## config.mk

```make
export PLATFORM = sky130hd
export DESIGN_NAME = dispense_sequencer_flat
export DESIGN_NICKNAME = d
export VERILOG_FILES = /design/src/rtl/dispense_sequencer_if.sv /design/src/rtl/dispense_sequencer.sv /design/src/flat_wrapper.sv
export SDC_FILE = /design/constraint.sdc
export NUM_CORES = 1
export LEC_CHECK = 0
export BUFFER_PORTS_ARGS = -buffer_cell sky130_fd_sc_hd__buf_2
export CORE_MARGIN = 4
export CORE_UTILIZATION = 54
export DETAILED_ROUTE_END_ITERATION = 7
export PLACE_DENSITY = 0.78
export SLEW_MARGIN = 10
export SYNTH_ARGS = -nofsm -noshare
export SYNTH_HDL_FRONTEND = slang
export SYNTH_SLANG_ARGS = --single-unit
```

## constraint.sdc

```tcl
create_clock -name clk -period 2.7 [get_ports clk]
set_input_delay 0.135 -clock clk [delete_from_list [all_inputs] [get_ports clk]]
set_output_delay 0.135 -clock clk [all_outputs]
set_load 0.1 [all_outputs]
```

## src/rtl/dispense_sequencer_if.sv

```systemverilog
// Control/status bundle between the drink front end and the dispense sequencer.
interface dispense_sequencer_if;
    logic       start;
    logic [1:0] drink;
    logic       cup_present;
    logic       temp_ok;
    logic       cancel;
    logic       fault_clr;
    logic       heater_on;
    logic [3:0] valve;
    logic       pump_on;
    logic       mixer_on;
    logic       busy;
    logic       done;
    logic       fault;
    logic [1:0] fault_code;

    modport master (
        output start, drink, cup_present, temp_ok, cancel, fault_clr,
        input  heater_on, valve, pump_on, mixer_on, busy, done, fault,
        input  fault_code
    );

    modport slave (
        input  start, drink, cup_present, temp_ok, cancel, fault_clr,
        output heater_on, valve, pump_on, mixer_on, busy, done, fault,
        output fault_code
    );
endinterface

```

## src/rtl/dispense_sequencer.sv

```systemverilog
// Timed heater/powder/pump/mixer sequencer with cup and boiler supervision.
// Moore outputs; counter restarts on every state change.
module dispense_sequencer #(
    parameter int CNT_W      = 8,
    parameter int T_HEAT_MAX = 200,
    parameter int T_POWDER   = 8,
    parameter int T_WATER    = 32,
    parameter int T_MIX      = 16
) (
    input logic                  clk,
    input logic                  reset,
    dispense_sequencer_if.slave  bus
);
    typedef enum logic [2:0] {
        S_IDLE,
        S_HEAT,
        S_POWDER,
        S_WATER,
        S_MIX,
        S_DONE,
        S_FAULT
    } state_t;

    localparam logic [CNT_W-1:0] HEAT_LAST   = CNT_W'(T_HEAT_MAX - 1);
    localparam logic [CNT_W-1:0] POWDER_LAST = CNT_W'(T_POWDER - 1);
    localparam logic [CNT_W-1:0] WATER_LAST  = CNT_W'(T_WATER - 1);
    localparam logic [CNT_W-1:0] WATER2_LAST = CNT_W'(2 * T_WATER - 1);
    localparam logic [CNT_W-1:0] MIX_LAST    = CNT_W'(T_MIX - 1);

    state_t           state_q, state_d;
    logic [CNT_W-1:0] cnt_q, cnt_d;
    logic [1:0]       drink_q, drink_d;
    logic [1:0]       code_q, code_d;
    logic [CNT_W-1:0] water_last;

    assign water_last = (drink_q == 2'd3) ? WATER2_LAST : WATER_LAST;

    always_ff @(posedge clk or posedge reset) begin
        if (reset) begin
            state_q <= S_IDLE;
            cnt_q   <= '0;
            drink_q <= '0;
            code_q  <= '0;
        end else begin
            state_q <= state_d;
            cnt_q   <= cnt_d;
            drink_q <= drink_d;
            code_q  <= code_d;
        end
    end

    always_comb begin
        state_d = state_q;
        cnt_d   = cnt_q + CNT_W'(1);
        drink_d = drink_q;
        code_d  = code_q;
        unique case (state_q)
            S_IDLE: begin
                cnt_d = '0;
                if (bus.start) begin
                    if (bus.cup_present) begin
                        state_d = S_HEAT;
                        drink_d = bus.drink;
                    end else begin
                        state_d = S_FAULT;
                        code_d  = 2'b01;
                    end
                end
            end
            S_HEAT: begin
                if (bus.cancel) begin
                    state_d = S_IDLE;
                end else if (bus.temp_ok) begin
                    state_d = S_POWDER;
                end else if (cnt_q == HEAT_LAST) begin
                    state_d = S_FAULT;
                    code_d  = 2'b10;
                end
            end
            S_POWDER: begin
                if (bus.cancel) begin
                    state_d = S_IDLE;
                end else if (!bus.cup_present) begin
                    state_d = S_FAULT;
                    code_d  = 2'b01;
                end else if (cnt_q == POWDER_LAST) begin
                    state_d = S_WATER;
                end
            end
            S_WATER: begin
                if (bus.cancel) begin
                    state_d = S_IDLE;
                end else if (!bus.cup_present) begin
                    state_d = S_FAULT;
                    code_d  = 2'b01;
                end else if (cnt_q == water_last) begin
                    state_d = S_MIX;
                end
            end
            S_MIX: begin
                if (bus.cancel) begin
                    state_d = S_IDLE;
                end else if (!bus.cup_present) begin
                    state_d = S_FAULT;
                    code_d  = 2'b01;
                end else if (cnt_q == MIX_LAST) begin
                    state_d = S_DONE;
                end
            end
            S_DONE: begin
                state_d = S_IDLE;
            end
            S_FAULT: begin
                cnt_d = '0;
                if (bus.fault_clr) begin
                    state_d = S_IDLE;
                    code_d  = 2'b00;
                end
            end
            default: begin
                state_d = S_IDLE;
                code_d  = 2'b00;
            end
        endcase
        if (state_d != state_q) cnt_d = '0;
    end

    always_comb begin
        bus.heater_on  = 1'b0;
        bus.valve      = 4'b0000;
        bus.pump_on    = 1'b0;
        bus.mixer_on   = 1'b0;
        bus.busy       = 1'b0;
        bus.done       = 1'b0;
        bus.fault      = 1'b0;
        bus.fault_code = code_q;
        unique case (state_q)
            S_HEAT: begin
                bus.heater_on = 1'b1;
                bus.busy      = 1'b1;
            end
            S_POWDER: begin
                bus.valve = 4'b0001 << drink_q;
                bus.busy  = 1'b1;
            end
            S_WATER: begin
                bus.pump_on   = 1'b1;
                bus.heater_on = 1'b1;
                bus.busy      = 1'b1;
            end
            S_MIX: begin
                bus.mixer_on = 1'b1;
                bus.busy     = 1'b1;
            end
            S_DONE: begin
                bus.done = 1'b1;
                bus.busy = 1'b1;
            end
            S_FAULT: begin
                bus.fault = 1'b1;
            end
            default: begin
            end
        endcase
    end
endmodule

```

## src/flat_wrapper.sv

```systemverilog
// flat-port wrapper written by rule: the top's interface ports become plain ports
module dispense_sequencer_flat 
#(
    parameter int CNT_W      = 8,
    parameter int T_HEAT_MAX = 200,
    parameter int T_POWDER   = 8,
    parameter int T_WATER    = 32,
    parameter int T_MIX      = 16
)
  (clk, reset, bus_start, bus_drink, bus_cup_present, bus_temp_ok, bus_cancel, bus_fault_clr, bus_heater_on, bus_valve, bus_pump_on, bus_mixer_on, bus_busy, bus_done, bus_fault, bus_fault_code);
  dispense_sequencer_if bus_i ();
  input logic clk;
  input logic reset;
  input wire logic [$bits(bus_i.start)-1:0] bus_start;
  input wire logic [$bits(bus_i.drink)-1:0] bus_drink;
  input wire logic [$bits(bus_i.cup_present)-1:0] bus_cup_present;
  input wire logic [$bits(bus_i.temp_ok)-1:0] bus_temp_ok;
  input wire logic [$bits(bus_i.cancel)-1:0] bus_cancel;
  input wire logic [$bits(bus_i.fault_clr)-1:0] bus_fault_clr;
  output wire logic [$bits(bus_i.heater_on)-1:0] bus_heater_on;
  output wire logic [$bits(bus_i.valve)-1:0] bus_valve;
  output wire logic [$bits(bus_i.pump_on)-1:0] bus_pump_on;
  output wire logic [$bits(bus_i.mixer_on)-1:0] bus_mixer_on;
  output wire logic [$bits(bus_i.busy)-1:0] bus_busy;
  output wire logic [$bits(bus_i.done)-1:0] bus_done;
  output wire logic [$bits(bus_i.fault)-1:0] bus_fault;
  output wire logic [$bits(bus_i.fault_code)-1:0] bus_fault_code;
  assign bus_i.start = bus_start;
  assign bus_i.drink = bus_drink;
  assign bus_i.cup_present = bus_cup_present;
  assign bus_i.temp_ok = bus_temp_ok;
  assign bus_i.cancel = bus_cancel;
  assign bus_i.fault_clr = bus_fault_clr;
  assign bus_heater_on = bus_i.heater_on;
  assign bus_valve = bus_i.valve;
  assign bus_pump_on = bus_i.pump_on;
  assign bus_mixer_on = bus_i.mixer_on;
  assign bus_busy = bus_i.busy;
  assign bus_done = bus_i.done;
  assign bus_fault = bus_i.fault;
  assign bus_fault_code = bus_i.fault_code;
  dispense_sequencer #(.CNT_W(CNT_W), .T_HEAT_MAX(T_HEAT_MAX), .T_POWDER(T_POWDER), .T_WATER(T_WATER), .T_MIX(T_MIX)) u_core (.clk(clk), .reset(reset), .bus(bus_i));
endmodule
```

# --- Word-level counts from Yosys, hierarchy flattened ---
# Index checks and enable logic that the tools add are counted.
totals:
  regBits: 15
  input_bits: 9
  out_inout_bits: 12
  elab_cells: 66
classes:
  addsub: 1
  eq_ne: 18
  n_shift: 1
  mux: 34
  bitwise: 1
  reduce_logical: 7
ops:
  columns: ["cell", "n"]
  rows:
  - ["two-way mux 3 bit", 15]
  - ["case mux 3 bit (6 select lines)", 1]
  - ["two-way mux 8 bit", 2]
  - ["two-way mux 2 bit", 7]
  - ["!= test 2 bit, second input constant", 5]
  - ["case mux 2 bit (5 select lines)", 1]
  - ["equality test 3 bit, second input constant", 3]
  - ["adder 8 x 1 -> 8 bit, second input constant", 1]
  - ["equality test 8 x 3 -> 1 bit, second input constant", 1]
  - ["equality test 8 x 4 -> 1 bit, second input constant", 1]
  - ["equality test 8 bit", 1]
  - ["equality test 8 bit, second input constant", 1]
  - ["AND reduction 7 bit", 1]
  - ["equality test 3 x 2 -> 1 bit, second input constant", 2]
  - ["two-way mux 1 bit", 6]
  - ["two-way mux 6 bit", 1]
  - ["OR reduction 5 bit", 1]
  - ["two-way mux 4 bit", 1]
  - ["OR reduction 2 bit", 2]
  - ["<< shifter 1 x 2 -> 4 bit, first input constant", 1]
  - ["equality test 3 x 1 -> 1 bit, second input constant", 1]
  - ["logical NOT 3 bit", 1]
  - ["!= test 3 bit", 1]
  - ["AND reduction 3 bit", 1]
  - ["4 further kinds", 4]

# --- Longest topological paths before layout ---
# Gate-level depths: netlist of run 1.
depth:
  word_depth: 9
  ltp_mapped: 8
  depth_no_buf: 7

# --- Worst setup path after synthesis of run 1 ---
# No wires, ideal clock.
synth_timing:
  path_kind: "register to register"
  start: "reg u_core.state_q[0]"
  end: "reg u_core.cnt_q[2]"
  setup_ns: 0.133
  t_arrival_ns: 3.755
  path_slack_ns: -1.188
  path_stages_with_launch: 7
  path_buffers: 1
  synth_period_minus_slack_ns: 3.888
  path_cell_list: "dfrtp_1 -> buf_4 -> nor3b_1 -> mux2_2 -> nand4_1 -> nand4_1 -> nor3_1"
synth_between:
  elab_chain_cells: 6
  word_cells_on_any_way: 25
  cone_classes: "6 x eq/ne; 17 x mux; 2 x reduce/logical"
synth_rtl:
  columns: ["item", "line_no", "text"]
  rows:
  - ["start, declared", "dispense_sequencer.sv:30", "state_t state_q, state_d;"]
  - ["start signal, assigned", "dispense_sequencer.sv:45", "state_q <= state_d;"]
  - ["two-way mux 3 bit, on equally long branches (3 in a row)", null, null]
  - ["case mux 3 bit (6 select lines)", "dispense_sequencer.sv:57", "unique case (state_q)"]
  - ["!= test 3 bit", "dispense_sequencer.sv:125", "if (state_d != state_q) cnt_d = '0;"]
  - ["two-way mux 8 bit (*)", "dispense_sequencer.sv:125", null]
  - ["net u_core.cnt_d[2]", "dispense_sequencer.sv:31", "logic [CNT_W-1:0] cnt_q, cnt_d;"]
  - ["end signal, assigned", "dispense_sequencer.sv:46", "cnt_q <= cnt_d;"]
  - ["end, declared", "dispense_sequencer.sv:31", null]
# The timed path passes the listed nets; every way through them passes the cells marked *.
# A chain may end at the register's enable or synchronous reset.

# --- Worst setup path after layout of run 1 ---
layout_timing:
  start: "reg u_core.cnt_q[0]"
  end: "reg u_core.code_q[0], in the netlist u_core.bus.fault_code[0]"
layout_between:
  elab_chain_cells: 3
layout_rtl:
  columns: ["item", "line_no", "text"]
  rows:
  - ["equality test 8 bit", "dispense_sequencer.sv:75", "end else if (cnt_q == HEAT_LAST) begin"]
  - ["!= test 2 x 1 -> 1 bit (no source line)", null, null]
  - ["AND reduction 7 bit (no source line)", null, null]
  - ["end signal, assigned", "dispense_sequencer.sv:48", "code_q <= code_d;"]
  - ["end, declared", "dispense_sequencer.sv:33", "logic [1:0] code_q, code_d;"]
# No other way between the ends.

==> results of run 1 <==
## cell usage after synthesis (2+ instances only)
cell	instances	area share [%]
nor2_1	17	5.6
dfrtp_1	15	33
nor3_1	11	4.8
inv_1	7	2.3
nand2_1	7	2.3
o21ai_0	7	3.1
and3_1	5	2.7
nand4_1	5	2.7
nand3_1	4	1.7
xnor2_1	4	3.1
a21o_1	3	2.0
a21oi_1	3	1.3
a221o_1	3	2.6
mux2_2	3	2.9
nand2b_1	3	1.6
nor2b_1	3	1.6
a211o_1	2	1.5
buf_2	2	0.87
clkbuf_1	2	0.66
ha_1	2	2.2
mux2_1	2	2.0
nand3b_1	2	1.3
nor3b_1	2	1.3
xor2_1	2	1.5
## final cells by class
cell class,instances,area share [%]
Clock buffer,4,2.01
Inverter,7,2.01
Multi-Input combinational cell,108,55.2
Sequential cell,15,28.7
Tap cell,27,2.58
Timing Repair Buffer,23,9.56
## metal layers
layer	share of wire, %	up-vias
met3	6.1	4
li1	-	545
met2	46	47
met4	1.1	0
met1	47	520
met5	0	-
## power breakdown
part / total [W] / switching (W) / internal (W)
combinational: 0.00103 / 0.000742 / 0.000284
sequential: 0.000384 / 0.000108 / 0.000276
clock: 0.000134 / 0.0000769 / 0.0000575
total: 0.00154 / 0.000927 / 0.000618
## kinds of logic after synthesis
group	Yosys count
fa+ha+maj	2
flops	15
xor+xnor	6
mux	5
compound gates	27
buf+inv	13
simple gates	68
## per-stage QoR
| step | cells | TNS (ps) | hold slack, ps |
|---|---|---|---|
| 5_1_grt | 184 | 0 | 84.9 |
| 6_report | 184 | 0 | 65.8 |
| 2_1_floorplan | 136 | -10.9 | 36.5 |
| 4_1_cts | 184 | 0 | 67.6 |
| 3_3_place_gp | 179 | 0 | 213 |
| 3_5_place_dp | 179 | 0 | 229 |
## sequential cells by signal, indices dropped and copies added, names as in the netlist
name / cells
u_core.cnt_q: 8
u_core.bus.fault_code: 2
u_core.drink_q: 2
u_core.state_q: 3
## repair_timing
item / 4_1_cts / 5_1_grt
hold buffers: 1 / 0
endpoints found under the hold margin: 15 / 0
resized for setup: 0 / 0
endpoints found under the setup margin: 0 / 0
## worst min path at each step
stage / endpoint / cells past startpoint / slack, ps
global placement: u_core.bus.fault_code[0]$_DFFE_PP0P_ / 2 / 210
detailed placement: u_core.bus.fault_code[0]$_DFFE_PP0P_ / 2 / 230
floorplan: u_core.bus.fault_code[0]$_DFFE_PP0P_ / 1 / 40
finish: u_core.drink_q[1]$_DFFE_PP0P_ / 2 / 70
global route: u_core.drink_q[0]$_DFFE_PP0P_ / 2 / 80
CTS: u_core.drink_q[1]$_DFFE_PP0P_ / 2 / 70
## worst register-to-register path, cell delays in order, from the launching register on
cell and delay (ps):
dfrtp_1 380, ha_1 260, and4bb_1 400, nand3_2 100, a221o_1 360, a221o_1 350, mux2_1 320
==> impl_metrics.tcl, run 1 <==
set metrics [dict create \
    crit_top_cell "a221o_1" \
    met1_usage_pct 32.5 \
    final_area_mm2 0.00131 \
    ys_seq_area_share_pct 32.8 \
    crit_cells 6 \
    cp-end-kind "flop" \
    p_leak_nw 0.581 \
    timing.final.max_slew_violations 0 \
    area_growth_pct 14.2 \
    async_reset_ff_share_pct 100 \
    tightest_slew_ps 593 \
    hpwl_mm 2.00 \
    critPathLaunchType "flop" \
    die_w_um 54.1 \
    antenna_found_initial 0 \
    peakVddDrop_mv 0.894 \
    slew_headroom_pct 60.4 \
    drc_errors 0 \
    grt.total_usage_pct 22.2 \
    synthAdderAreaFrac_pct 2.18 \
    rsz0062_at_grt "false" \
    p_per_area_mw_per_mm2 1180 \
    numCtsBuffers 3 \
    worst_ep_arrival_time_ps 2450 \
    nFillCells 182 \
    syn_area_per_cell_um2 8.43 \
    status "complete, no violations" \
    synth_xor_area_share_pct 4.59 \
    antenna_left 0 \
    critPathSlowestCell "and4bb_1" \
    cpLargestDelayFamily "compound AO/OA/AOI/OAI gates" \
    routed_wl_mm 2.75 \
    rr_worst_depth 6 \
    final_util_pct 66.0 \
    htreeDepth 1 \
    final_cell_mix "buf_2 (20), nor2_1 (17), dfrtp_1 (15)" \
    crit_path_end "u_core.bus.fault_code[0]$_DFFE_PP0P_" \
    seq_area_um2 375 \
    worstPathRequired_ps 2880 \
    rrSetupSlack_ps 430 \
    drive_gt1_share_pct 24.2 \
    cts.clk_slew.worst_paths_ps 100 \
    synth_mux_area_share_pct 4.91 \
    setup.worst_path.class "flop to flop" \
    finalClockSkew_ps 9.18 \
    syn-instance-count 136 \
    grtUsageMet3_pct 1.66 \
    wl_per_cell_um 14.9 \
    setup_violations 0 \
    pre_cts_slack_ps 452 \
    viasPerCell 6.07 \
    maxCapViolCount 0 \
    grt_pass1_wl_mm 4.76 \
    cts_buffer_depth 2 \
    cp_max_fo 7 \
    ys_seq_elements 15 \
    startpoint "u_core.cnt_q[0]$_DFF_PP0_" \
    hold_path.startpoint "bus_drink[1]" \
    layout_commonest_cell "buf_2" \
    start_util_pct 57.8 \
    fmax_ghz 0.441 \
    post-route-min-period_ps 2270 \
    root_buffer "clkbuf_4" \
    crit_chain "ha_1, and4bb_1, nand3_2, a221o_1, a221o_1, mux2_1" \
    tritoncts "done" \
    fin_crit_sh_pct 84.0 \
    yosys_most_used_dff "dfrtp_1" \
    drtIter0Drc 53 \
    final_hold_viol_count 0 \
    synth-simple-area-share_pct 33.0 \
    grt_overflow 0 \
    globalplace.congestion 0.947 \
    syn_area_mm2 0.00115 \
    finalNetCount 169 \
    final.setup.worst_slack_ps 433 \
    num_antenna_cells 0 \
    grt_use_met2_pct 34.7 \
    via_count 1116 \
    synth-compound-area-share_pct 17.1 \
    ys_warn_count 0 \
    die_y_um 54.1 \
    grt_max_degree 17 \
    grt_pass1_vias 1040 \
    busiest_layer "met2" \
    dieArea_mm2 0.00292 \
    slowest_delay_ps 400 \
    dr.pass1.iters 4 \
    io_buffers 20 \
    yosysUniqueCellTypes 44 \
    design.core.area_mm2 0.00198 \
    clkLatencyLatePin_ps 290 \
    reg2reg_to "u_core.bus.fault_code[0]$_DFFE_PP0P_" \
    worstReg2RegStart "u_core.cnt_q[0]$_DFF_PP0_" \
    min_path_type "input port to flop" \
    power_w 0.00154 \
    syn_nets 147 \
    multi_input_area_um2 722 \
    synth_top_family_by_area "simple AND/OR/NAND/NOR gates" \
    cts_setup_buffers 0 \
    placed_cell_area_mm2 0.00127 \
    fp-row-count 16 \
    synth_edf_count 0 \
    cp_num_buf_inv 0 \
    cts.sinks 15 \
    io_pins 21 \
]
Note: power is estimated with default switching activity, not from simulation.
==> inputs of run 2 (changes only) <==
==> constraint.sdc (replaced) <==
create_clock -name clk -period 2.15 [get_ports clk]
set_input_delay 0.1075 -clock clk [delete_from_list [all_inputs] [get_ports clk]]
set_output_delay 0.1075 -clock clk [all_outputs]
set_load 0.1 [all_outputs]
==> impl_metrics.tcl, run 2 (synthesized netlist as in run 1, its figures left out) <==
set metrics [dict create \
    status "complete, no violations" \
    min_path_type "input port to flop" \
    cts.sinks 15 \
    timing.hold.ws_ps 40.6 \
    fin_crit_sh_pct 99.4 \
    drc_errors 0 \
    p_per_area_mw_per_mm2 1470 \
    grt_overflow 0 \
    fmax_ghz 0.468 \
    fp-row-count 16 \
    slew_headroom_pct 60.6 \
    largest_register_ffs 8 \
    routed_wl_mm 3.01 \
    layout_commonest_cell "buf_4" \
    clkPwrFrac_pct 7.8 \
    peakVddDrop_mv 1.22 \
    grt_max_degree 19 \
    timing.final.max_slew_violations 0 \
    worst_ep_arrival_time_ps 2350 \
    grt_pass1_vias 1113 \
    cts.clk_slew.worst_paths_ps 90 \
    design.core.area_mm2 0.00198 \
    root_buffer "clkbuf_4" \
    post-route-min-period_ps 2140 \
    p_int_w 0.000928 \
    setup.worst_path.class "flop to flop" \
    htreeDepth 1 \
    power_frac_comb_pct 72.0 \
    cp_max_fo 8 \
    regMostFlops "u_core.cnt_q" \
    cts_buffer_depth 2 \
    globalplace.congestion 0.968 \
    io_pins 21 \
    io_buffers 20 \
    finalClockSkew_ps 0.367 \
    nFillCells 144 \
    die_w_um 54.1 \
    maxCapViolCount 0 \
    final_cell_mix "buf_4 (18), buf_2 (17), nor2_1 (16)" \
    grt.total_usage_pct 22.0 \
    hpwl_mm 2.33 \
    cp-end-kind "flop" \
    switching_share_pct 57.1 \
    antenna_found_initial 0 \
    final_hold_viol_count 0 \
    drtIter0Drc 30 \
    die_y_um 54.1 \
    setup_violations 0 \
    rsz0062_at_grt "true" \
    drive_gt1_share_pct 34.3 \
    critPathLaunchType "flop" \
    numCtsBuffers 3 \
    finalNetCount 184 \
    tritoncts "done" \
    p_seq_share_pct 20.3 \
    num_antenna_cells 0 \
    p_leak_nw 0.665 \
    power_w 0.00216 \
    dr.pass1.iters 4 \
    start_util_pct 57.8 \
    switchingPower_w 0.00123 \
    antenna_left 0 \
    dieArea_mm2 0.00292 \
    rrSetupSlack_ps 10 \
    wl_per_cell_um 15.1 \
    clkLatencyLatePin_ps 290 \
    tightest_slew_ps 590 \
    viasPerCell 5.99 \
    via_count 1193 \
    worstPathRequired_ps 2360 \
    largestRegisters "u_core.cnt_q (8), u_core.state_q (3)" \
    area_growth_pct 28.7 \
    grt_pass1_wl_mm 4.64 \
]
run 2: what timing repair did:
action / CTS / global route
hold buffers: 1 / 0
cloned: 0 / 0
endpoints found under the hold margin: 15 / 0
gates resized for setup: 1 / 8
pin swaps: 0 / 2
setup endpoints to repair: 4 / 13
setup buffers: 0 / 2
run 2: layout make-up:
cell class	count	area (µm²)	area share [%]
Inverter	7	26.3	1.78
Tap cell	27	33.8	2.29
Multi-Input combinational cell	108	754	51.1
Timing Repair Buffer	38	258	17.5
Clock buffer	3	22.5	1.53
Sequential cell	15	375	25.4
Clock inverter	1	5.00	0.339
run 2: path summary, 6_finish.rpt:
kind	startpoint	cells past startpoint	to
max	u_core.cnt_q[0]$_DFF_PP0_	7	u_core.cnt_q[4]$_DFF_PP0_
min	bus_drink[0]	2	u_core.drink_q[0]$_DFFE_PP0P_
max reg2reg	u_core.cnt_q[0]$_DFF_PP0_	7	u_core.cnt_q[4]$_DFF_PP0_
min reg2reg	u_core.bus.fault_code[1]$_DFFE_PP0P_	1	u_core.bus.fault_code[1]$_DFFE_PP0P_
max in group asynchronous	reset	3	u_core.cnt_q[6]$_DFF_PP0_
min in group asynchronous	reset	3	u_core.drink_q[1]$_DFFE_PP0P_
run 2: power groups by stage:
| stage | Clock (W) | Combinational [W] | Sequential (W) |
|---|---|---|---|
| 3_3_place_gp | 0 | 0.00146 | 0.000435 |
| 5_1_grt | 0.000186 | 0.00166 | 0.000452 |
| 4_1_cts | 0.000173 | 0.00149 | 0.000438 |
| 6_report | 0.000168 | 0.00156 | 0.000438 |
| 3_5_place_dp | 0 | 0.00148 | 0.000444 |
| 2_1_floorplan | 0 | 0.00107 | 0.000496 |
run 2: critical path, cell delays in order (launching register included):
cell and delay, ps:
dfrtp_1 420, ha_1 220, and4bb_2 270, buf_4 150, a21o_1 170, a221o_1 320, a32o_2 310, nor3_1 190
run 2: per-layer routing:
layer / routed length, µm / share of wire, % / GRT usage (%) / vias to the layer above
li1: - / - / - / 580
met1: 1300 / 43 / 26.7 / 568
met2: 1490 / 50 / 37.1 / 41
met3: 168 / 5.6 / 4.16 / 4
met4: 47 / 1.6 / 10.4 / 0
met5: 0 / 0 / 0 / -
run 2: stage by stage:
stage          TNS [ps]  instance area [µm²]  setup slack (ps)  std cells  utilization [%]
3_3_place_gp          0                 1400              86.2        192             70.8
6_report              0                 1480              14.0        199             74.4
4_1_cts               0                 1440              26.0        197             72.8
3_5_place_dp          0                 1400              14.1        192             70.8
5_1_grt            -253                 1480             -52.5        199             74.4
2_1_floorplan      -891                 1180              -230        136                -
==> inputs of run 3 (changes only) <==
--- a/config.mk
+++ b/config.mk
@@ -5,11 +5,13 @@
 export SDC_FILE = /design/constraint.sdc
 export NUM_CORES = 1
 export LEC_CHECK = 0
+export ABC_AREA = 1
 export BUFFER_PORTS_ARGS = -buffer_cell sky130_fd_sc_hd__buf_2
 export CORE_MARGIN = 4
-export CORE_UTILIZATION = 54
+export CORE_UTILIZATION = 55
 export DETAILED_ROUTE_END_ITERATION = 7
-export PLACE_DENSITY = 0.78
+export GPL_ROUTABILITY_DRIVEN = 0
+export PLACE_DENSITY = 0.79
 export SLEW_MARGIN = 10
 export SYNTH_ARGS = -nofsm -noshare
 export SYNTH_HDL_FRONTEND = slang
==> impl_metrics.tcl, run 3 <==
set metrics [dict create \
    drive_gt1_share_pct 35.8 \
    maxCapViolCount 0 \
    dieArea_mm2 0.00293 \
    grt_pass1_vias 965 \
    worstReg2RegStart "u_core.state_q[2]$_DFF_PP0_" \
    cp-end-kind "output pin" \
    fin_crit_sh_pct 95.5 \
    ys_seq_elements 15 \
    yosys.area.top_type "dfrtp_1" \
    largestRegisters "u_core.cnt_q (8), u_core.state_q (3)" \
    die_w_um 54.1 \
    tightest_slew_ps 594 \
    grt.total_usage_pct 19.3 \
    cp_max_fo 8 \
    cts.sinks 15 \
    antenna_found_initial 0 \
    tritoncts "done" \
    crit_path_end "bus_busy" \
    setup_violations 0 \
    timing.final.max_slew_violations 0 \
    reg2reg_to "u_core.cnt_q[7]$_DFF_PP0_" \
    io_buffers 20 \
    numCtsBuffers 3 \
    largest_register_ffs 8 \
    p_leak_nw 0.707 \
    rr_worst_depth 10 \
    synthTopCellsByCount "nand2_1 (36), inv_1 (20), nand3_1 (16), dfrtp_1 (15), nor2_2 (14)" \
    num_antenna_cells 0 \
    start_util_pct 59.0 \
    p_per_area_mw_per_mm2 1440 \
    async_reset_ff_share_pct 100 \
    yosys_most_used_dff "dfrtp_1" \
    critPathLaunchType "flop" \
    worst_ep_arrival_time_ps 1950 \
    syn_area_mm2 0.00117 \
    yosysUniqueCellTypes 27 \
    finalNetCount 202 \
    regMostFlops "u_core.cnt_q" \
    cts_resized 0 \
    fp-row-count 16 \
    final_hold_viol_count 0 \
    multi_input_area_um2 678 \
    synth_top_area_share_pct 32.1 \
    syn_nets 177 \
    syn_area_per_cell_um2 7.05 \
    layout_commonest_cell "nand2_1" \
    worstPathRequired_ps 2040 \
    grt_overflow 0 \
    ys_warn_count 0 \
    routed_wl_mm 2.50 \
    synth_edf_count 0 \
    via_count 1136 \
    hpwl_mm 2.01 \
    startpoint "u_core.state_q[2]$_DFF_PP0_" \
    post-route-min-period_ps 2050 \
    cts_buffer_depth 2 \
    drc_errors 0 \
    root_buffer "clkbuf_4" \
    status "complete, no violations" \
    design.core.area_mm2 0.00198 \
    grt_max_degree 16 \
    clkLatencyLatePin_ps 290 \
    io_pins 21 \
    final_cell_mix "nand2_1 (36), inv_1 (20), buf_2 (20)" \
    yosys-top-cells-area "dfrtp_1 (32%), nand2_1 (12%), nor2_2 (7.5%), nand2_2 (7.0%), nand3_1 (6.8%)" \
    antenna_left 0 \
    drtIter0Drc 24 \
    min_path_type "input port to flop" \
    syn-instance-count 166 \
    seq_area_um2 375 \
    area_growth_pct 13.6 \
    die_y_um 54.1 \
    dr.pass1.iters 4 \
    ys_seq_area_share_pct 32.1 \
    htreeDepth 1 \
    peakVddDrop_mv 1.17 \
    rrSetupSlack_ps 290 \
    wl_per_cell_um 11.5 \
    grt_pass1_wl_mm 4.10 \
    setup.worst_path.class "flop to output pin" \
    power_w 0.00191 \
    nFillCells 159 \
    slew_headroom_pct 60.4 \
    viasPerCell 5.24 \
    finalClockSkew_ps 9.24 \
    rsz0062_at_grt "false" \
    final_util_pct 67.0 \
    cts.clk_slew.worst_paths_ps 100 \
    yosysMostFrequentCell "nand2_1" \
    fmax_ghz 0.487 \
]
[run 3: power by group]
group | switching (W) | leakage [nW] | total (W) | internal (W)
clock network | 0.0000999 | 0.0177 | 0.000169 | 0.0000691
registers | 0.0000921 | 0.201 | 0.000440 | 0.000348
logic | 0.00102 | 0.489 | 0.00130 | 0.000284
total | 0.00121 | 0.707 | 0.00191 | 0.000700
[run 3: logic make-up after synthesis]
family / share of synthesized area (%)
xor+xnor: 0.749
fa+ha+maj: 2.14
flops: 32.1
simple gates: 48.6
buf+inv: 10.2
compound gates: 6.31
[run 3: layout make-up]
type / instances / share of cell area, %
tap: 27 / 2.54
sequential: 15 / 28.2
clock inverter: 1 / 0.377
clock buffer: 3 / 1.69
inverter: 26 / 7.82
multi-input combinational: 124 / 51.0
timing repair buffer: 21 / 8.29
[run 3: how the worst min path moves through the flow]
stage            startpoint                              endpoint  slack [ps]  cells past startpoint
4_1_cts        bus_drink[1]         u_core.drink_q[1]$_DFFE_PP0P_          30                      3
5_1_grt        bus_drink[0]         u_core.drink_q[0]$_DFFE_PP0P_          50                      3
2_1_floorplan         reset  u_core.bus.fault_code[0]$_DFFE_PP0P_           9                      1
3_5_place_dp          reset             u_core.cnt_q[7]$_DFF_PP0_         200                      2
3_3_place_gp          reset             u_core.cnt_q[6]$_DFF_PP0_         180                      2
6_report       bus_drink[1]         u_core.drink_q[1]$_DFFE_PP0P_          40                      3
[run 3: what timing repair did]
item / CTS / global route
hold buffers: 1 / 0
buffers inserted: 0 / 0
hold endpoints to repair: 15 / 0
[run 3: metrics by stage]
step / TNS, ps / instances / worst slack (ps) / instance area, µm² / hold slack [ps]
after floorplan: -2850 / 166 / -736 / 1170 / 8.98
after global placement: 0 / 212 / 358 / 1290 / 184
after detailed placement: 0 / 212 / 291 / 1290 / 195
after CTS: 0 / 217 / 89.8 / 1330 / 32.8
after global routing: 0 / 217 / 14.5 / 1330 / 45.0
final: 0 / 217 / 96.2 / 1330 / 43.6
[run 3: per-layer routing]
layer	share of wire [%]	vias to the layer above	global-route usage [%]
met5	0	-	0
met4	1.6	0	8.71
met3	5.6	8	2.49
met2	47	41	31.5
met1	46	514	25.3
li1	-	573	-
[run 3: worst max-delay path, stage by stage (launching register included)]
cell and delay, ps:
dfrtp_1 660, inv_4 100, ha_1 310, or2_2 290
buf_2 290
